===== src/rtl/instr_fetch_unit.sv =====
// instr_fetch_unit: fetches 32-bit instruction words from instruction memory,
// holds each one on `instruction` until the controller retires it with `dne`,
// then advances pc sequentially or to a jump target.
//
// Ports:
//   clk, reset            clock; async active-low reset
//   mem_req, mem_addr     fetch request/address to instruction memory
//   mem_ack, mem_rdata    memory response (data valid when mem_ack=1)
//   instruction           instruction register to the controller
//   instr_valid           instruction holds a fetched, not yet retired word
//   dne, jumping          retire pulse; take jump_target on this retire
//   jump_target           next pc when jumping
//   pc                    architectural pc
//   fetch_count           completed fetches (wraps)
//   fstate                FSM state: IDLE=0, FETCH=1, ISSUE=2
module instr_fetch_unit #(
  parameter int unsigned                ADDR_W   = 32,
  parameter logic [ADDR_W-1:0]          RESET_PC = '0,
  parameter logic [ADDR_W-1:0]          PC_STEP  = ADDR_W'(1)
) (
  input  logic              clk,
  input  logic              reset,
  output logic              mem_req,
  output logic [ADDR_W-1:0] mem_addr,
  input  logic              mem_ack,
  input  logic [31:0]       mem_rdata,
  output logic [31:0]       instruction,
  output logic              instr_valid,
  input  logic              dne,
  input  logic              jumping,
  input  logic [ADDR_W-1:0] jump_target,
  output logic [ADDR_W-1:0] pc,
  output logic [15:0]       fetch_count,
  output logic [1:0]        fstate
);

  typedef enum logic [1:0] {
    IDLE  = 2'd0,
    FETCH = 2'd1,
    ISSUE = 2'd2
  } state_t;

  state_t state, state_nx;
  logic   fill;    // ack accepted this edge
  logic   retire;  // dne accepted this edge

  // Next-state: mem_ack only counts in FETCH, dne/jumping only in ISSUE.
  always_comb begin
    state_nx = state;
    fill     = 1'b0;
    retire   = 1'b0;
    unique case (state)
      IDLE:  state_nx = FETCH;
      FETCH: if (mem_ack) begin
               fill     = 1'b1;
               state_nx = ISSUE;
             end
      ISSUE: if (dne) begin
               retire   = 1'b1;
               state_nx = FETCH;
             end
      default: state_nx = IDLE;
    endcase
  end

  always_ff @(posedge clk or negedge reset) begin
    if (!reset) state <= IDLE;
    else        state <= state_nx;
  end

  // Datapath. mem_req is raised on every entry to FETCH and dropped on fill,
  // so it is a registered, glitch-free request that holds through wait states.
  always_ff @(posedge clk or negedge reset) begin
    if (!reset) begin
      pc          <= RESET_PC;
      mem_req     <= 1'b0;
      instruction <= 32'h0;
      instr_valid <= 1'b0;
      fetch_count <= 16'h0;
    end else begin
      if (state == IDLE) mem_req <= 1'b1;
      if (fill) begin
        instruction <= mem_rdata;
        instr_valid <= 1'b1;
        mem_req     <= 1'b0;
        fetch_count <= fetch_count + 16'd1;
      end
      if (retire) begin
        instr_valid <= 1'b0;
        mem_req     <= 1'b1;
        pc          <= jumping ? jump_target : pc + PC_STEP;  // wraps mod 2^ADDR_W
      end
    end
  end

  // pc only changes on retire, i.e. while not fetching, so it doubles as the
  // stable fetch address.
  assign mem_addr = pc;
  assign fstate   = state;

endmodule


===== config.mk =====
export PLATFORM = sky130hd
export DESIGN_NAME = instr_fetch_unit
export DESIGN_NICKNAME = d
export VERILOG_FILES = /design/src/rtl/instr_fetch_unit.sv
export SDC_FILE = /design/constraint.sdc
export NUM_CORES = 1
export LEC_CHECK = 0
export CAP_MARGIN = 15
export CORE_AREA = 2 2 104 106
export CTS_BUF_LIST = sky130_fd_sc_hd__clkbuf_4
export CTS_CLUSTER_DIAMETER = 60
export DETAILED_ROUTE_END_ITERATION = 8
export DIE_AREA = 0 0 106 108
export DONT_BUFFER_PORTS = 1
export PLACE_DENSITY = 0.6
export SYNTH_ARGS = -nofsm -noshare
export SYNTH_HDL_FRONTEND = slang
export SYNTH_SLANG_ARGS = --single-unit

===== constraint.sdc =====
create_clock -name clk -period 2.75 [get_ports clk]
set_clock_uncertainty 0.15 [all_clocks]
set_input_delay 0.6875 -clock clk [delete_from_list [all_inputs] [get_ports clk]]
set_output_delay 0.6875 -clock clk [all_outputs]
set_load 0.02 [all_outputs]

# Yosys cells after proc, flatten, opt, wreduce, memory -nomap -nowiden

Cells that the tools add are included.

Bits in registers: 84
Bits of input ports: 69
Output and inout bits: 116
Logic and storage cells: 29

Add/sub/neg operators: 2
Equal/unequal tests: 4
Muxes and demuxes: 13
Reduce and logical (&&, ||, !) cells: 4

Operators with widths:

| kind                    | count |
|---|---|
| $add A32 B1 Y32 const B | 1 |
| $mux W32                | 1 |
| $add A16 B1 Y16 const B | 1 |
| $mux W1                 | 9 |
| $pmux W2 S3             | 1 |
| $mux W2                 | 2 |
| $ne A2 B2 Y1 const B    | 2 |
| $reduce_bool A3 Y1      | 1 |
| $eq A2 B1 Y1 const B    | 1 |
| $eq A2 B2 Y1 const B    | 1 |
| $logic_not A2 Y1        | 1 |
| $reduce_and A2 Y1       | 1 |
| $reduce_bool A2 Y1      | 1 |

# Logic depth before layout (Yosys ltp)

Word-level depth: 4
Mapped depth: 7
Gate-level depth less buffers: 5

# Least setup slack after synthesis

Ideal clock, no wire load.

Path kind: register to register
From: register pc[0], in the netlist mem_addr[0]
To: register pc[30], in the netlist mem_addr[30]
Setup time: 0.094 ns
Arrival time: 2.264 ns
Data required time: 2.506 ns
Setup slack: 0.243 ns
Stages on the path, launching flop included: 7
Clock period less this slack: 2.507 ns
Path through: dfrtp_1 -> ha_1 -> nand3_4 -> or4_4 -> buf_6 -> or4_1 -> a211oi_1

Longest elaborated chain between the ends: 2

Ends and longest elaborated chain:

| what                   | RTL line | text |
|---|---|---|
| start, declared        | 32       | `output logic [ADDR_W-1:0] pc,` |
| start signal, assigned | 91       | `pc <= jumping ? jump_target : pc + PC_STEP;` |
| $add A32 B1 Y32        | 91       |  |
| $mux W32               | 91       |  |

Every way passes these cells.
A chain may end at the register's enable or synchronous reset.

# Worst setup path after layout

From: register pc[0], in the netlist mem_addr[0]
To: register pc[28], in the netlist mem_addr[28]

The elaborated chain is that of the path after synthesis.

==> run_results.csv <==
group,metric,value,unit
cts,post_cts_buffers,0,
critical_path,critPathMaxFanout,11,
floorplan,row_count,37,
grt,grt_pass1_vias,3661,
sta,grt_setup_unrepaired,"false",
synthesis,yosysWarnings,0,
power_and_ir_drop,ir_drop,413,µV
sta,max_freq,0.424,GHz
sta,worst_slew_pin_slew,0.858,ns
cts,root_buffer,"clkbuf_4",
synthesis,seq_area_frac_synth,0.466,
cts,hold_buffers,2,
drt,wl_per_cell,17.5,µm
sta,finalCritPeriodShare,0.858,
hold_path,hp-class,"input port to flip-flop",
floorplan,ios,185,
cells_and_area,fill_cells,1025,
cts,numCtsBuffers,9,
synthesis,synthFlopType,"dfrtp_1",
hold_path,hold_depth,2,
grt,antenna_found_initial,1,
cells_and_area,drive_above_1_share,0.117,
sta,drv_slew,0,
synthesis,syn_avg_cell_area,8.54,µm²
cells_and_area,finalNonFillerCells,657,
critical_path,arrival,2.55,ns
synthesis,synth_top_area_cell,"dfrtp_1",
synthesis,synth_cell_types,57,
synthesis,synth_edf_count,0,
critical_path,start_kind,"flip-flop",
power_and_ir_drop,total_power,4940,µW
floorplan,die_h,108,µm
cts,cts-resized-gates,0,
cells_and_area,multi_input_area,1990,µm²
critical_path,required,2.94,ns
cts,cts_tree,"done",
hold_path,hold_end,"instruction[15]",
job,cap_violations,0,
critical_path,r2r-end,"mem_addr[28]",
placed_design,hpwl,8110,µm
grt,grt_max_degree,85,
drt,drtPass1Iterations,4,
drt,drt-initial-drc-count,257,
floorplan,core,10200,µm²
critical_path,r2r-start,"mem_addr[0]",
cells_and_area,layout.area.seq,2100,µm²
grt,grt_pass1_wl,18400,µm
synthesis,async_flop_share,1.00,
hold_path,min_from,"mem_rdata[15]",
cts,clkSinkCount,84,
critical_path,path_class,"flip-flop to flip-flop",
cts,cts_buffer_depth,2,
sta,fin_tns_setup,0,ns
floorplan,die_area,11400,µm²
floorplan,die_w,106,µm
sta,setup_viol,0,
grt,grt_usage,0.202,
placed_design,port_buffers,0,
critical_path,r2r_slack,0.39,ns
synthesis,syn_nets,600,
drt,via_per_inst,5.76,
drt,drcViolationCount,0,
grt,grt-ovfl-total,0,
sta,hold_viol,0,
critical_path,cp-end-kind,"flip-flop",
synthesis,yosysTopAreaCellShare,0.466,
synthesis,syn-cell-area,4520,µm²
cts,clk_latency,0.42,ns
cts,htreeDepth,3,
cells_and_area,area.growth.synth_to_final,5.02,%
cts,path_clk_slew,0.15,ns
sta,slew_headroom,0.425,
synthesis,synth-seq-cells,84,
synthesis,synthCells,529,
power_and_ir_drop,power.density,1040,nW/µm²
drt,ant_nets,0,
placed_design,place_inst,638,
drt,drt_wl_total,11500,µm
sta,min_period,2.36,ns
placed_design,gp_congestion,0.859,
synthesis,synthTopCellsByArea,"dfrtp_1 (47%), nand2_1 (10%), buf_4 (5.3%)",
critical_path,r2r_cells,5,
cells_and_area,nets,586,
power_and_ir_drop,p_leak,0.00210,µW
drt,vias,3782,
floorplan,floorplan.initialDensity,0.441,
outcome,status,"completed",
sequential cells by signal (all words and copies together) (netlist names):
signal,flops
instruction,32
fetch_count,16
instr_valid,1
mem_addr,32
mem_req,1
fstate,2
worst max path at each step:
| stage | start | endpoint | slack, ns |
|---|---|---|---|
| 2_1_floorplan | mem_addr[0] | mem_addr[30] | 0.24 |
| 3_3_place_gp | mem_addr[0] | mem_addr[28] | 0.44 |
| 3_5_place_dp | mem_addr[0] | mem_addr[28] | 0.41 |
| 4_1_cts | mem_addr[0] | mem_addr[28] | 0.37 |
| 5_1_grt | mem_addr[0] | mem_addr[28] | 0.27 |
| 6_report | mem_addr[0] | mem_addr[28] | 0.39 |
layout by cell type, fill, tap and decap left out, types with 8 or more instances in the layout:
master and instances:
nand2_1 125, dfrtp_1 84, buf_4 35, nand3_1 27, nor2_1 25, o21ai_0 24, a21oi_1 22, nor3_1 21
nand4_1 16, inv_1 14, nor4_1 12, a31oi_1 9, clkbuf_4 9, xnor2_1 8
critical path: stages, from the launching register on:
cell      delay (ns)
dfrtp_1         0.37
ha_1            0.24
nand3_4         0.14
or4_4           0.61
or4_1           0.53
a211oi_1        0.23
cell families after synthesis:
kind of cell             Yosys count  synth area share
AO/OA/AOI/OAI                     87             0.124
XOR/XNOR                          15            0.0291
adder cells (fa/ha/maj)            2           0.00554
buffers and inverters             77            0.0931
flip-flops                        84             0.466
multiplexers                       1           0.00222
AND/OR/NAND/NOR                  263             0.281
routing by layer:
metal / share of wire / wire (µm) / up-vias / track usage
met1: 0.41 / 4750 / 1806 / 0.252
met2: 0.48 / 5550 / 169 / 0.328
met4: 0.0099 / 114 / 0 / 0.0658
li1: - / - / 1798 / -
met3: 0.094 / 1080 / 9 / 0.0723
met5: 0 / 0 / - / 0
area by class of cell:
type,count,area share
antenna,1,0.000528
timing repair buffer,37,0.0633
sequential,84,0.443
clock buffer,9,0.0142
clock inverter,7,0.0106
inverter,15,0.0119
tap,136,0.0359
multi-input combinational,368,0.420
synth_stat cells (all sizes together), types with 2 or more instances:
library cell,number
or3,4
nor3,21
and4,3
a211oi,3
ha,2
o21ai,24
and3,8
nand3b,3
a22oi,3
nand4,17
a31oi,9
a31o,2
nor4b,2
buf,38
inv,14
a311oi,3
or4,6
xor2,7
xnor2,8
nor4,12
o311ai,3
o2bb2ai,3
clkbuf,24
a21oi,22
nand3,28
a311o,5
nor2,25
and2,2
dfrtp,84
o31ai,2
nand2,125
where the power goes:
| group | internal, µW | total, µW | leakage, µW | switching [µW] |
|---|---|---|---|---|
| registers | 1670 | 2510 | 0.00102 | 833 |
| clock network | 189 | 643 | 0.0000604 | 454 |
| logic | 578 | 1790 | 0.00102 | 1210 |
stage by stage:
stage	hold slack [ns]	setup WS [ns]	utilization	cell area, µm²
2_1_floorplan	0.242	0.243	-	4520
6_report	0.196	0.389	0.463	4740
5_1_grt	0.149	0.273	0.463	4740
3_5_place_dp	0.245	0.406	0.448	4580
4_1_cts	0.159	0.371	0.463	4740
3_3_place_gp	0.244	0.438	0.448	4580
No activity file was read; power rests on OpenSTA's default activity.
